`config.mk`:
```
export PLATFORM = sky130hd
export DESIGN_NAME = demux_1nto2n
export DESIGN_NICKNAME = d
export VERILOG_FILES = /design/src/rtl/demux_pkg.sv /design/src/rtl/demux_lane.sv /design/src/rtl/demux_1nto2n.sv
export SDC_FILE = /design/constraint.sdc
export NUM_CORES = 1
export LEC_CHECK = 0
export ABC_AREA = 1
export CAP_MARGIN = 20
export CELL_PAD_IN_SITES_DETAIL_PLACEMENT = 1
export CELL_PAD_IN_SITES_GLOBAL_PLACEMENT = 2
export CORE_MARGIN = 10
export CORE_UTILIZATION = 28
export CTS_BUF_LIST = sky130_fd_sc_hd__clkbuf_4 sky130_fd_sc_hd__clkbuf_8 sky130_fd_sc_hd__clkbuf_16
export DETAILED_ROUTE_END_ITERATION = 7
export PLACE_DENSITY = 0.89
export SLEW_MARGIN = 20
export SYNTH_ARGS = -nofsm -noshare
export SYNTH_HDL_FRONTEND = slang
export SYNTH_SLANG_ARGS = --single-unit
```
`constraint.sdc`:
```
create_clock -name clk -period 7 [get_ports clk]
set_input_delay 1.75 -clock clk [delete_from_list [all_inputs] [get_ports clk]]
set_output_delay 1.75 -clock clk [all_outputs]
set_load 0.01 [all_outputs]
```
`src/rtl/demux_pkg.sv`:
```
// ----------------------------------------------------------------------------
// demux_pkg
// Shared types and constants for the registered 1:2 demultiplexer.
//   lane_state_e : per-lane holding-register state
//   LANE0/LANE1  : select encodings for the two output lanes
//   COUNT_W      : width of the optional delivered-word counters
//                  (present only when DEMUX_COUNT_EN is defined)
// ----------------------------------------------------------------------------
package demux_pkg;

    typedef enum logic {
        LANE_EMPTY = 1'b0,
        LANE_FULL  = 1'b1
    } lane_state_e;

    localparam logic LANE0   = 1'b0;
    localparam logic LANE1   = 1'b1;
    localparam int   COUNT_W = 16;

endpackage

```
`src/rtl/demux_lane.sv`:
```
// ----------------------------------------------------------------------------
// demux_lane
// One-entry register slice for a single output lane of the demultiplexer.
// Ports:
//   clk, rst   : clock, asynchronous active-high reset
//   enable_i   : block enable; low freezes state, register and counter
//   load_i     : a word is accepted into this lane this cycle
//   data_i     : word to capture on load
//   ready_i    : consumer takes the lane word this cycle
//   full_o     : lane holds a word (unmasked by enable)
//   drain_o    : lane word is delivered this cycle
//   data_o     : raw holding register (masking is done by the top)
//   count_o    : delivered-word counter, wraps at 2^COUNT_W
//                (only when DEMUX_COUNT_EN is defined)
// ----------------------------------------------------------------------------
module demux_lane
    import demux_pkg::*;
#(
    parameter int N = 32
) (
    input  logic         clk,
    input  logic         rst,
    input  logic         enable_i,
    input  logic         load_i,
    input  logic [N-1:0] data_i,
    input  logic         ready_i,
    output logic         full_o,
    output logic         drain_o,
    output logic [N-1:0] data_o
`ifdef DEMUX_COUNT_EN
    ,
    output logic [COUNT_W-1:0] count_o
`endif
);

    lane_state_e  state_q, state_d;
    logic [N-1:0] data_q, data_d;

    // A drain needs the visible valid, which is gated by enable, so nothing
    // moves while the block is disabled.
    assign drain_o = enable_i && (state_q == LANE_FULL) && ready_i;
    assign full_o  = (state_q == LANE_FULL);
    assign data_o  = data_q;

    always_comb begin
        state_d = state_q;
        data_d  = data_q;
        if (load_i) begin
            data_d = data_i;
        end
        case (state_q)
            LANE_EMPTY: if (load_i)              state_d = LANE_FULL;
            LANE_FULL:  if (drain_o && !load_i)  state_d = LANE_EMPTY;
            default:                             state_d = LANE_EMPTY;
        endcase
    end

    always_ff @(posedge clk or posedge rst) begin
        if (rst) begin
            state_q <= LANE_EMPTY;
            data_q  <= '0;
        end else begin
            state_q <= state_d;
            data_q  <= data_d;
        end
    end

`ifdef DEMUX_COUNT_EN
    logic [COUNT_W-1:0] count_q, count_d;

    always_comb begin
        count_d = count_q;
        if (drain_o) begin
            count_d = count_q + 1'b1;   // natural wrap 0xFFFF -> 0x0000
        end
    end

    always_ff @(posedge clk or posedge rst) begin
        if (rst) count_q <= '0;
        else     count_q <= count_d;
    end

    assign count_o = count_q;
`endif

endmodule

```
`src/rtl/demux_1nto2n.sv`:
```
// ----------------------------------------------------------------------------
// demux_1nto2n
// Registered 1:2 demultiplexer with valid/ready handshaking. The word on I is
// steered by S into one of two one-entry lanes; each lane's back-pressure is
// independent of the other.
// Ports:
//   clk, rst              : clock, asynchronous active-high reset
//   enable                : low stalls acceptance and masks all lane outputs
//   I, S, in_valid        : producer word, lane select, producer valid
//   in_ready              : word on I/S is accepted this cycle
//   O0/O1                 : lane data (0 when the lane valid is low)
//   O0_valid/O1_valid     : lane holds a word
//   O0_ready/O1_ready     : consumer takes the lane word
//   count0/count1         : delivered-word counters (DEMUX_COUNT_EN only)
// Build option: define DEMUX_COUNT_EN to add the per-lane counters.
// ----------------------------------------------------------------------------
module demux_1nto2n
    import demux_pkg::*;
#(
    parameter int N = 32
) (
    input  logic         clk,
    input  logic         rst,
    input  logic         enable,
    input  logic [N-1:0] I,
    input  logic         S,
    input  logic         in_valid,
    output logic         in_ready,
    output logic [N-1:0] O0,
    output logic [N-1:0] O1,
    output logic         O0_valid,
    output logic         O1_valid,
    input  logic         O0_ready,
    input  logic         O1_ready
`ifdef DEMUX_COUNT_EN
    ,
    output logic [COUNT_W-1:0] count0,
    output logic [COUNT_W-1:0] count1
`endif
);

    logic         full0, full1, drain0, drain1, load0, load1, accept;
    logic [N-1:0] data0, data1;

    // in_ready looks only at the selected lane and never at in_valid; a full
    // lane can still take a word when it drains on the same edge. Held low
    // during reset so every output reads 0 while rst is asserted.
    assign in_ready = enable && !rst &&
                      ((S == LANE1) ? (!full1 || drain1) : (!full0 || drain0));
    assign accept   = in_valid && in_ready;
    assign load0    = accept && (S == LANE0);
    assign load1    = accept && (S == LANE1);

    assign O0_valid = enable && full0;
    assign O1_valid = enable && full1;
    assign O0       = O0_valid ? data0 : '0;
    assign O1       = O1_valid ? data1 : '0;

    demux_lane #(.N(N)) u_lane0 (
        .clk      (clk),
        .rst      (rst),
        .enable_i (enable),
        .load_i   (load0),
        .data_i   (I),
        .ready_i  (O0_ready),
        .full_o   (full0),
        .drain_o  (drain0),
        .data_o   (data0)
`ifdef DEMUX_COUNT_EN
        ,
        .count_o  (count0)
`endif
    );

    demux_lane #(.N(N)) u_lane1 (
        .clk      (clk),
        .rst      (rst),
        .enable_i (enable),
        .load_i   (load1),
        .data_i   (I),
        .ready_i  (O1_ready),
        .full_o   (full1),
        .drain_o  (drain1),
        .data_o   (data1)
`ifdef DEMUX_COUNT_EN
        ,
        .count_o  (count1)
`endif
    );

endmodule

```
# --- After elaboration in Yosys (flattened, before gate mapping) ---
# Cells that the tools add are included.
op_classes:
  n_addsub: 0
  n_mul: 0
  n_div: 0
  n_lt_le_gt_ge: 0
  eq_ne: 0
  shift: 0
  muxes: 9
  n_bitwise: 3
  n_reduce_logical: 18
op_table:
  columns: ["op", "n"]
  rows:
  - ["2-to-1 mux 32 bit", 2]
  - ["logical AND 1 bit", 11]
  - ["logical NOT 1 bit", 5]
  - ["2-to-1 mux 1 bit", 5]
  - ["one-hot mux 1 bit (2 select lines)", 2]
  - ["inverter 1 bit", 3]
  - ["logical OR 1 bit", 2]
totals:
  ff_bits: 66
  latchBits: 0
  mem_bits_rw: 0
  mem_bits_ro: 0
  inputBits: 39
  output_inout_bits: 67
  wordCells: 34
  n_memories: 0

# --- Longest topological paths before layout ---
# Gate-level depths: netlist (run 1).
logic_depth:
  ltp_word: 11
  ltp_mapped: 8

# --- By module ---
# From an unflattened synthesis (run 1), not the netlist that was laid out.
hier_totals:
  hier_cells: 435
  area_unflattened_um2: 3254.4
modules_own_cells:
  columns: ["module", "n_inst", "cells_per_inst", "area_each_um2", "seq_area_each_um2"]
  rows:
  - ["demux_lane", 2, 143, 1337.5, 825.8]
  - ["demux_1nto2n", 1, 149, 579.3, 0.0]

# --- Worst setup path after synthesis (run 1) ---
# Ideal clock, no wire load.
synth_path:
  path_type: "input to output"
  startpoint: "input port S"
  endpoint: "output port in_ready"
  t_arrival_ns: 2.391
  t_required_ns: 5.250
  slack_ns: 2.859
  cell_stages: 5
  cell_sequence: "buf_2 > nand3_1 > nand2_2 > nor2_8 > buf_4"
synth_via:
  elab_chain_cells: 2
synth_rtl:
  columns: ["element", "line_no", "text"]
  rows:
  - ["start, declared", "demux_1nto2n.sv:26", "input logic S,"]
  - ["2-to-1 mux 1 bit", "demux_1nto2n.sv:49", "((S == LANE1) ? (!full1 || drain1) : (!full0 || drain0));"]
  - ["logical AND 1 bit", "demux_1nto2n.sv:48", "assign in_ready = enable && !rst &&"]
  - ["end, declared", "demux_1nto2n.sv:28", "output logic in_ready,"]
# No other way between the ends.

# --- Worst setup path after layout (run 1) ---
# Ends and elaborated chain as after synthesis.

==> results of run 1 <==
## worst max-delay path, stage by stage
cell and delay (ns):
sky130_fd_sc_hd__clkdlybuf4s50_1 0.85, sky130_fd_sc_hd__nand3_1 0.32, sky130_fd_sc_hd__nand2_2 0.12, sky130_fd_sc_hd__nor2_8 0.42, sky130_fd_sc_hd__clkdlybuf4s50_1 0.66
## routing by layer
layer	vias up	GRT usage [%]	share of wire, %	wire, um
met4	0	6.42	2.4	243
met2	70	21.7	49	5080
li1	1413	-	-	-
met5	-	0	0	0
met3	17	3.52	5.8	597
met1	1399	14.6	43	4390
## synth_stat cells (all sizes together)
master	number	area (um^2)
a21oi	32	258
buf	14	130
clkbuf	13	48.8
dfrtp	66	1650
inv	69	259
nand2	73	277
nand3	2	22.5
nand4	33	206
nor2	99	393
## stage by stage
stage          instance area, um^2  setup WS, ns  utilization, %  power (uW)  hold WS, ns
2_1_floorplan                 3250          2.86               -         625        0.442
3_3_place_gp                  4340          1.20            38.2         720        0.455
3_5_place_dp                  4340          1.15            38.2         731        0.462
4_1_cts                       4640          1.13            40.8        1180        0.475
5_1_grt                       4640         0.970            40.8        1230        0.490
6_report                      4640          1.12            40.8        1160        0.470
## flip-flops by register name, indices dropped and copies added, names as in the netlist
signal / count
u_lane1.data_o: 32
u_lane1.full_o: 1
u_lane0.data_o: 32
u_lane0.full_o: 1
## where the power goes
part	switching (uW)	leakage, uW	total, uW	internal, uW
Sequential	30.9	0.000766	487	456
Combinational	130	0.00137	233	103
Clock	161	0.000149	437	275
## final timing paths
check | slack (ns) | start | cells after the start | to
worst min register to register | 0.47 | u_lane1.data_o[28] | 2 | u_lane1.data_o[28]
worst max register to register | 5.05 | u_lane0.full_o | 6 | u_lane1.data_o[24]
worst max-delay path | 1.12 | S | 5 | in_ready
min in group asynchronous | 2.05 | rst | 3 | u_lane0.data_o[8]
worst min-delay path | 0.47 | u_lane1.data_o[28] | 2 | u_lane1.data_o[28]
max in group asynchronous | 4.40 | rst | 3 | u_lane1.data_o[21]
## cells by family (layout without fill, tap and decap cells)
kind of cell / Yosys count / count (layout)
and+or+nand+nor: 207 / 207
buffers and inverters: 96 / 196
DFF: 66 / 66
AOI/OAI and AO/OA: 32 / 32
## cell type report
type	count	area, um^2
Clock inverter	2	10.0
Fill cell	1395	6730
Multi-Input combinational cell	239	1160
Clock buffer	14	282
Tap cell	143	179
Sequential cell	66	1650
Timing Repair Buffer	111	1100
Inverter	69	259
==> impl_metrics.sql, run 1 <==
INSERT INTO impl_metrics (metric_group, metric, value, unit) VALUES
('sta', 'finalHoldViolations', '0', ''),
('clock_tree', 'ctsLongestPathBuffers', '2', ''),
('place', 'port_buffers', '105', ''),
('synthesis', 'netlist_instances', '401', ''),
('run_status', 'status', 'complete, no violations', ''),
('drt', 'ant_nets', '0', ''),
('clock_tree', 'number_of_buffers_created_by_cts', '9', ''),
('drt', 'detail_route.iter0.violations', '154', ''),
('worst_setup_path', 'critical_path.startpoint_type', 'primary input', ''),
('clock_tree', 'clock_tree_from_tritoncts', 'yes', ''),
('sta', 'worst_pin_slew', '0.863', 'ns'),
('clock_tree', 'ctsHoldBuffers', '0', ''),
('floorplanning', 'die-height', '128', 'um'),
('synthesis', 'synth_compound_area_share', '7.94', '%'),
('pwr', 'pwr_density_cell', '249', 'mW/mm^2'),
('drt', 'route.final.wire_length', '10300', 'um'),
('place', 'dp_cells', '628', ''),
('place', 'gpl.final_weighted_congestion', '0.718', ''),
('floorplanning', 'std_cell_rows', '39', ''),
('floorplanning', 'initial_utilization', '28.5', '%'),
('sta', 'fmaxAchievable', '0.170', 'GHz'),
('sta', 'finalSetupTns', '0', 'ns'),
('clock_tree', 'clock_transition_time_at_the_flip_flop_clock_pins_of_the_worst_setup_and_hold_paths', '0.05', 'ns'),
('run', 'maxCapViolCount', '0', ''),
('worst_setup_path', 'path_class', 'in -> out', ''),
('drt', 'vias', '2899', ''),
('worst_setup_path', 'data_arrival_at_the_endpoint_of_the_critical_path', '4.13', 'ns'),
('grt', 'wire_length_of_the_first_global_routing_pass', '16800', 'um'),
('synthesis', 'post_synth.cell_area_avg', '8.09', 'um^2'),
('drt', 'avgViaCountPerCell', '4.50', ''),
('worst_setup_path', 'critical_path_sink_type', 'output port', ''),
('worst_setup_path', 'critPathRequiredTime', '5.25', 'ns'),
('synthesis', 'yosys.area_share.simple', '27.7', '%'),
('finish', 'nNetsFinal', '535', ''),
('clock_tree', 'numClockSinks', '66', ''),
('hold_path', 'hp-class', 'reg -> reg', ''),
('drt', 'detail_route.first_pass.iterations', '4', ''),
('finish', 'final_common_cell', 'sky130_fd_sc_hd__clkdlybuf4s50_1', ''),
('finish', 'drive_above_1_share', '11.2', '%'),
('sta', 'relSlewSlack', '42.5', '%'),
('synthesis', 'synth_xor_xnor_area_share', '0', '%'),
('synthesis', 'yosysUniqueCellTypes', '17', ''),
('synthesis', 'number_of_storage_elements_in_the_synthesis_netlist', '66', ''),
('drt', 'detail_route.wl_per_cell', '16.0', 'um'),
('floorplanning', 'design.core.area', '0.0114', 'mm^2'),
('clock_tree', 'postCtsSetupBuffers', '0', ''),
('synthesis', 'yosys_warn_count', '0', ''),
('sta', 'fin_worst_skew', '0.00308', 'ns'),
('sta', 'setup_repair_after_global_routing_missed_its_margin', 'false', ''),
('worst_setup_path', 'worstPathMaxFanout', '34', ''),
('finish', 'final_cell_count_no_fill', '644', ''),
('synthesis', 'mappedNetlistNets', '440', ''),
('pwr', 'irDropWorstVdd', '0.000106', 'V'),
('sta', 'timing.final.crit_share', '84.0', '%'),
('synthesis', 'synth-adder-area-share', '0', '%'),
('sta', 'setup_viol', '0', ''),
('synthesis', 'yosysSeqAreaShare', '50.9', '%'),
('sta', 'finalWorstPathRequiredPeriod', '5.88', 'ns'),
('finish', 'layout.cells.most_common_list', '105 x sky130_fd_sc_hd__clkdlybuf4s50_1, 96 x sky130_fd_sc_hd__nor2_1, 71 x sky130_fd_sc_hd__nand2_1', ''),
('clock_tree', 'count_of_h_tree_levels_built_during_cts', '3', ''),
('grt', 'overflow', '0', ''),
('clock_tree', 'clk_root_buffer_cell', 'sky130_fd_sc_hd__clkbuf_16', ''),
('grt', 'track_usage', '12.8', '%'),
('grt', 'grt_max_degree', '67', ''),
('floorplanning', 'chipWidth', '128', 'um'),
('finish', 'antenna_cells', '0', ''),
('place', 'place_hpwl', '7350', 'um'),
('drt', 'drc', '0', ''),
('pwr', 'p_leak', '0.00228', 'uW'),
('synthesis', 'syn-cell-area', '0.00325', 'mm^2'),
('floorplanning', 'io_pins', '106', ''),
('floorplanning', 'die_area', '0.0163', 'mm^2'),
('grt', 'antenna_found_initial', '0', ''),
('clock_tree', 'resize_count_post_cts', '0', ''),
('synthesis', 'post_synth_mux_area_share', '0', '%'),
('clock_tree', 'clk_latency', '0.33', 'ns'),
('grt', 'first_global_vias', '3221', ''),
('finish', 'syn2layout_area_growth', '42.8', '%'),
('sta', 'final_max_slew_viol_count', '0', ''),
('synthesis', 'combinational_family_with_the_most_area_after_synthesis', 'simple AND/OR/NAND/NOR gates', '');
Note: power is estimated with default switching activity, not from simulation.
==> inputs of run 2 (changes only) <==
- CORE_UTILIZATION: 28 -> 23
- PLACE_DENSITY: 0.89 -> 0.78
- clock period: 7 -> 4.8 ns (I/O delays scaled with it)
==> run 2 against run 1 <==
Against the previous run:
- clock skew is 0.0038 ns higher
- wire length increased by 6.1%
- critical path depth unchanged
- final area increased by 1.9%
- register-to-register slack worse by 2.2 ns
- first-iteration DRC count shrank 7.8%
- power rose by 50%
- worst setup slack worse by 0.46 ns
- flip-flop and latch count stayed put
- die area is 18% higher
- via count shrank 0.69%
- largest cell class unchanged
==> impl_metrics.sql, run 2 (synthesized netlist as in run 1, its figures left out) <==
INSERT INTO impl_metrics (metric_group, metric, value, unit) VALUES
('drt', 'drc', '0', ''),
('floorplanning', 'die-height', '139', 'um'),
('grt', 'track_usage', '11.6', '%'),
('sta', 'finalHoldViolations', '0', ''),
('sta', 'finalWorstPathRequiredPeriod', '4.14', 'ns'),
('drt', 'top_signal_layer_used', 'met4', ''),
('pwr', 'share_seq_of_total_power', '40.9', '%'),
('grt', 'overflow', '0', ''),
('grt', 'wire_length_of_the_first_global_routing_pass', '17900', 'um'),
('floorplanning', 'std_cell_rows', '43', ''),
('clock_tree', 'number_of_buffers_created_by_cts', '9', ''),
('sta', 'relSlewSlack', '47.7', '%'),
('floorplanning', 'die_area', '0.0193', 'mm^2'),
('finish', 'nNetsFinal', '538', ''),
('sta', 'finalSetupTns', '0', 'ns'),
('sta', 'final_max_slew_viol_count', '0', ''),
('pwr', 'pwr_density_cell', '367', 'mW/mm^2'),
('grt', 'antenna_found_initial', '1', ''),
('finish', 'fillCellCount', '1627', ''),
('place', 'dp_cells', '668', ''),
('drt', 'vias', '2879', ''),
('worst_setup_path', 'critical_path_sink_type', 'output port', ''),
('drt', 'detail_route.iter0.violations', '142', ''),
('clock_tree', 'clock_tree_from_tritoncts', 'yes', ''),
('sta', 'setup_viol', '0', ''),
('clock_tree', 'ctsHoldBuffers', '0', ''),
('pwr', 'internal_power', '1260', 'uW'),
('floorplanning', 'io_pins', '106', ''),
('pwr', 'p_sw', '469', 'uW'),
('drt', 'ant_nets', '0', ''),
('place', 'gpl.final_weighted_congestion', '0.751', ''),
('finish', 'final_cell_count_no_fill', '686', ''),
('worst_setup_path', 'critical_path.cell_chain', 'clkdlybuf4s50_1, nand2_1, buf_4, nor2_1, clkdlybuf4s50_1', ''),
('pwr', 'power.clock.fraction', '39.3', '%'),
('sta', 'fmaxAchievable', '0.241', 'GHz'),
('worst_setup_path', 'critical-path-top-cell-by-count', 'sky130_fd_sc_hd__clkdlybuf4s50_1', ''),
('pwr', 'irDropWorstVdd', '0.000207', 'V'),
('worst_setup_path', 'timing.critical_path.max_delay_family', 'buffers and inverters', ''),
('clock_tree', 'count_of_h_tree_levels_built_during_cts', '3', ''),
('drt', 'detail_route.first_pass.iterations', '4', ''),
('worst_setup_path', 'path_class', 'in -> out', ''),
('drt', 'detailroute.wirelength.met3', '623', 'um'),
('sta', 'fin_worst_skew', '0.00690', 'ns'),
('run_status', 'status', 'complete, no violations', ''),
('clock_tree', 'clock_transition_time_at_the_flip_flop_clock_pins_of_the_worst_setup_and_hold_paths', '0.05', 'ns'),
('clock_tree', 'numClockSinks', '66', ''),
('clock_tree', 'postCtsSetupBuffers', '0', ''),
('worst_setup_path', 'data_arrival_at_the_endpoint_of_the_critical_path', '2.94', 'ns'),
('finish', 'syn2layout_area_growth', '45.5', '%'),
('floorplanning', 'design.core.area', '0.0138', 'mm^2'),
('drt', 'avgViaCountPerCell', '4.20', ''),
('drt', 'route.met2.wl', '5410', 'um'),
('clock_tree', 'resize_count_post_cts', '0', ''),
('clock_tree', 'clk_root_buffer_cell', 'sky130_fd_sc_hd__clkbuf_16', ''),
('place', 'port_buffers', '105', ''),
('run', 'maxCapViolCount', '0', ''),
('finish', 'drive_above_1_share', '11.7', '%'),
('sta', 'worst_pin_slew', '0.783', 'ns'),
('floorplanning', 'initial_utilization', '23.5', '%'),
('pwr', 'netSwitchingFraction', '27.1', '%'),
('sta', 'setup_repair_after_global_routing_missed_its_margin', 'false', ''),
('floorplanning', 'chipWidth', '139', 'um'),
('clock_tree', 'ctsLongestPathBuffers', '2', ''),
('worst_setup_path', 'critical_path.startpoint_type', 'primary input', ''),
('pwr', 'p_leak', '0.00230', 'uW'),
('worst_setup_path', 'largest_stage_delay_on_the_critical_path', '0.58', 'ns'),
('sta', 'timing.final.crit_share', '86.3', '%'),
('worst_setup_path', 'crit_buf_inv', '3', ''),
('drt', 'detail_route.wl_per_cell', '16.0', 'um'),
('finish', 'final_common_cell', 'sky130_fd_sc_hd__clkdlybuf4s50_1', ''),
('worst_setup_path', 'critPathRequiredTime', '3.60', 'ns'),
('hold_path', 'hp-class', 'reg -> reg', ''),
('grt', 'grt_max_degree', '44', ''),
('pwr', 'pwr-share-comb', '19.8', '%'),
('drt', 'wirelength_met1', '4720', 'um'),
('finish', 'layout.cells.most_common_list', '104 x sky130_fd_sc_hd__clkdlybuf4s50_1, 96 x sky130_fd_sc_hd__nor2_1, 72 x sky130_fd_sc_hd__nand2_1', ''),
('grt', 'first_global_vias', '3169', ''),
('worst_setup_path', 'worstPathMaxFanout', '30', ''),
('place', 'place_hpwl', '7870', 'um'),
('drt', 'route.final.wire_length', '10900', 'um'),
('worst_setup_path', 'critical_path.slowest_cell', 'sky130_fd_sc_hd__clkdlybuf4s50_1', ''),
('clock_tree', 'clk_latency', '0.33', 'ns');
## run 2: power groups by stage
stage	clock, uW	combinational (uW)	sequential [uW]
floorplan	0	206	705
global placement	0	342	714
detailed placement	0	353	719
CTS	702	354	710
global route	736	393	722
finish	681	343	708
## run 2: cell type report
| class | instances | area, um^2 | share of cell area, % |
|---|---|---|---|
| inverter | 69 | 260 | 5.51 |
| antenna | 2 | 5.00 | 0.106 |
| timing repair buffer | 114 | 1110 | 23.6 |
| clock buffer | 14 | 275 | 5.83 |
| sequential | 66 | 1650 | 35.0 |
| tap | 180 | 225 | 4.77 |
| multi-input combinational | 239 | 1160 | 24.5 |
| clock inverter | 2 | 35.0 | 0.742 |
## run 2: layer usage
| metal | GRT usage, % | up-vias |
|---|---|---|
| met5 | 0 | - |
| met4 | 5.11 | 0 |
| met3 | 3.18 | 15 |
| met2 | 19.3 | 60 |
| met1 | 13.5 | 1382 |
| li1 | - | 1422 |
## run 2: worst paths after layout
| check | from | end | slack [ns] | cells after the start |
|---|---|---|---|---|
| worst max-delay path | enable | O0[7] | 0.66 | 5 |
| worst min-delay path | u_lane1.data_o[3] | u_lane1.data_o[3] | 0.47 | 2 |
| worst max register to register | u_lane0.full_o | u_lane1.data_o[20] | 2.87 | 7 |
| worst min register to register | u_lane1.data_o[3] | u_lane1.data_o[3] | 0.47 | 2 |
| max in group asynchronous | rst | u_lane1.data_o[15] | 2.61 | 3 |
| min in group asynchronous | rst | u_lane1.full_o | 1.37 | 2 |
## run 2: worst reg2reg max path: cells and delay by family (launching register included)
family | cells | cell delay [ns]
and+or+nand+nor | 6 | 1.04
DFF | 1 | 0.39
buffers and inverters | 1 | 0.37
## run 2: stage by stage
step / setup slack, ns / instance area, um^2 / utilization [%] / power, uW / hold slack [ns]
2_1_floorplan: 1.76 / 3250 / - / 912 / 0.442
3_3_place_gp: 0.710 / 4410 / 31.9 / 1060 / 0.454
6_report: 0.657 / 4720 / 34.2 / 1730 / 0.466
3_5_place_dp: 0.623 / 4410 / 31.9 / 1070 / 0.458
5_1_grt: 0.529 / 4720 / 34.1 / 1850 / 0.491
4_1_cts: 0.629 / 4720 / 34.1 / 1770 / 0.472
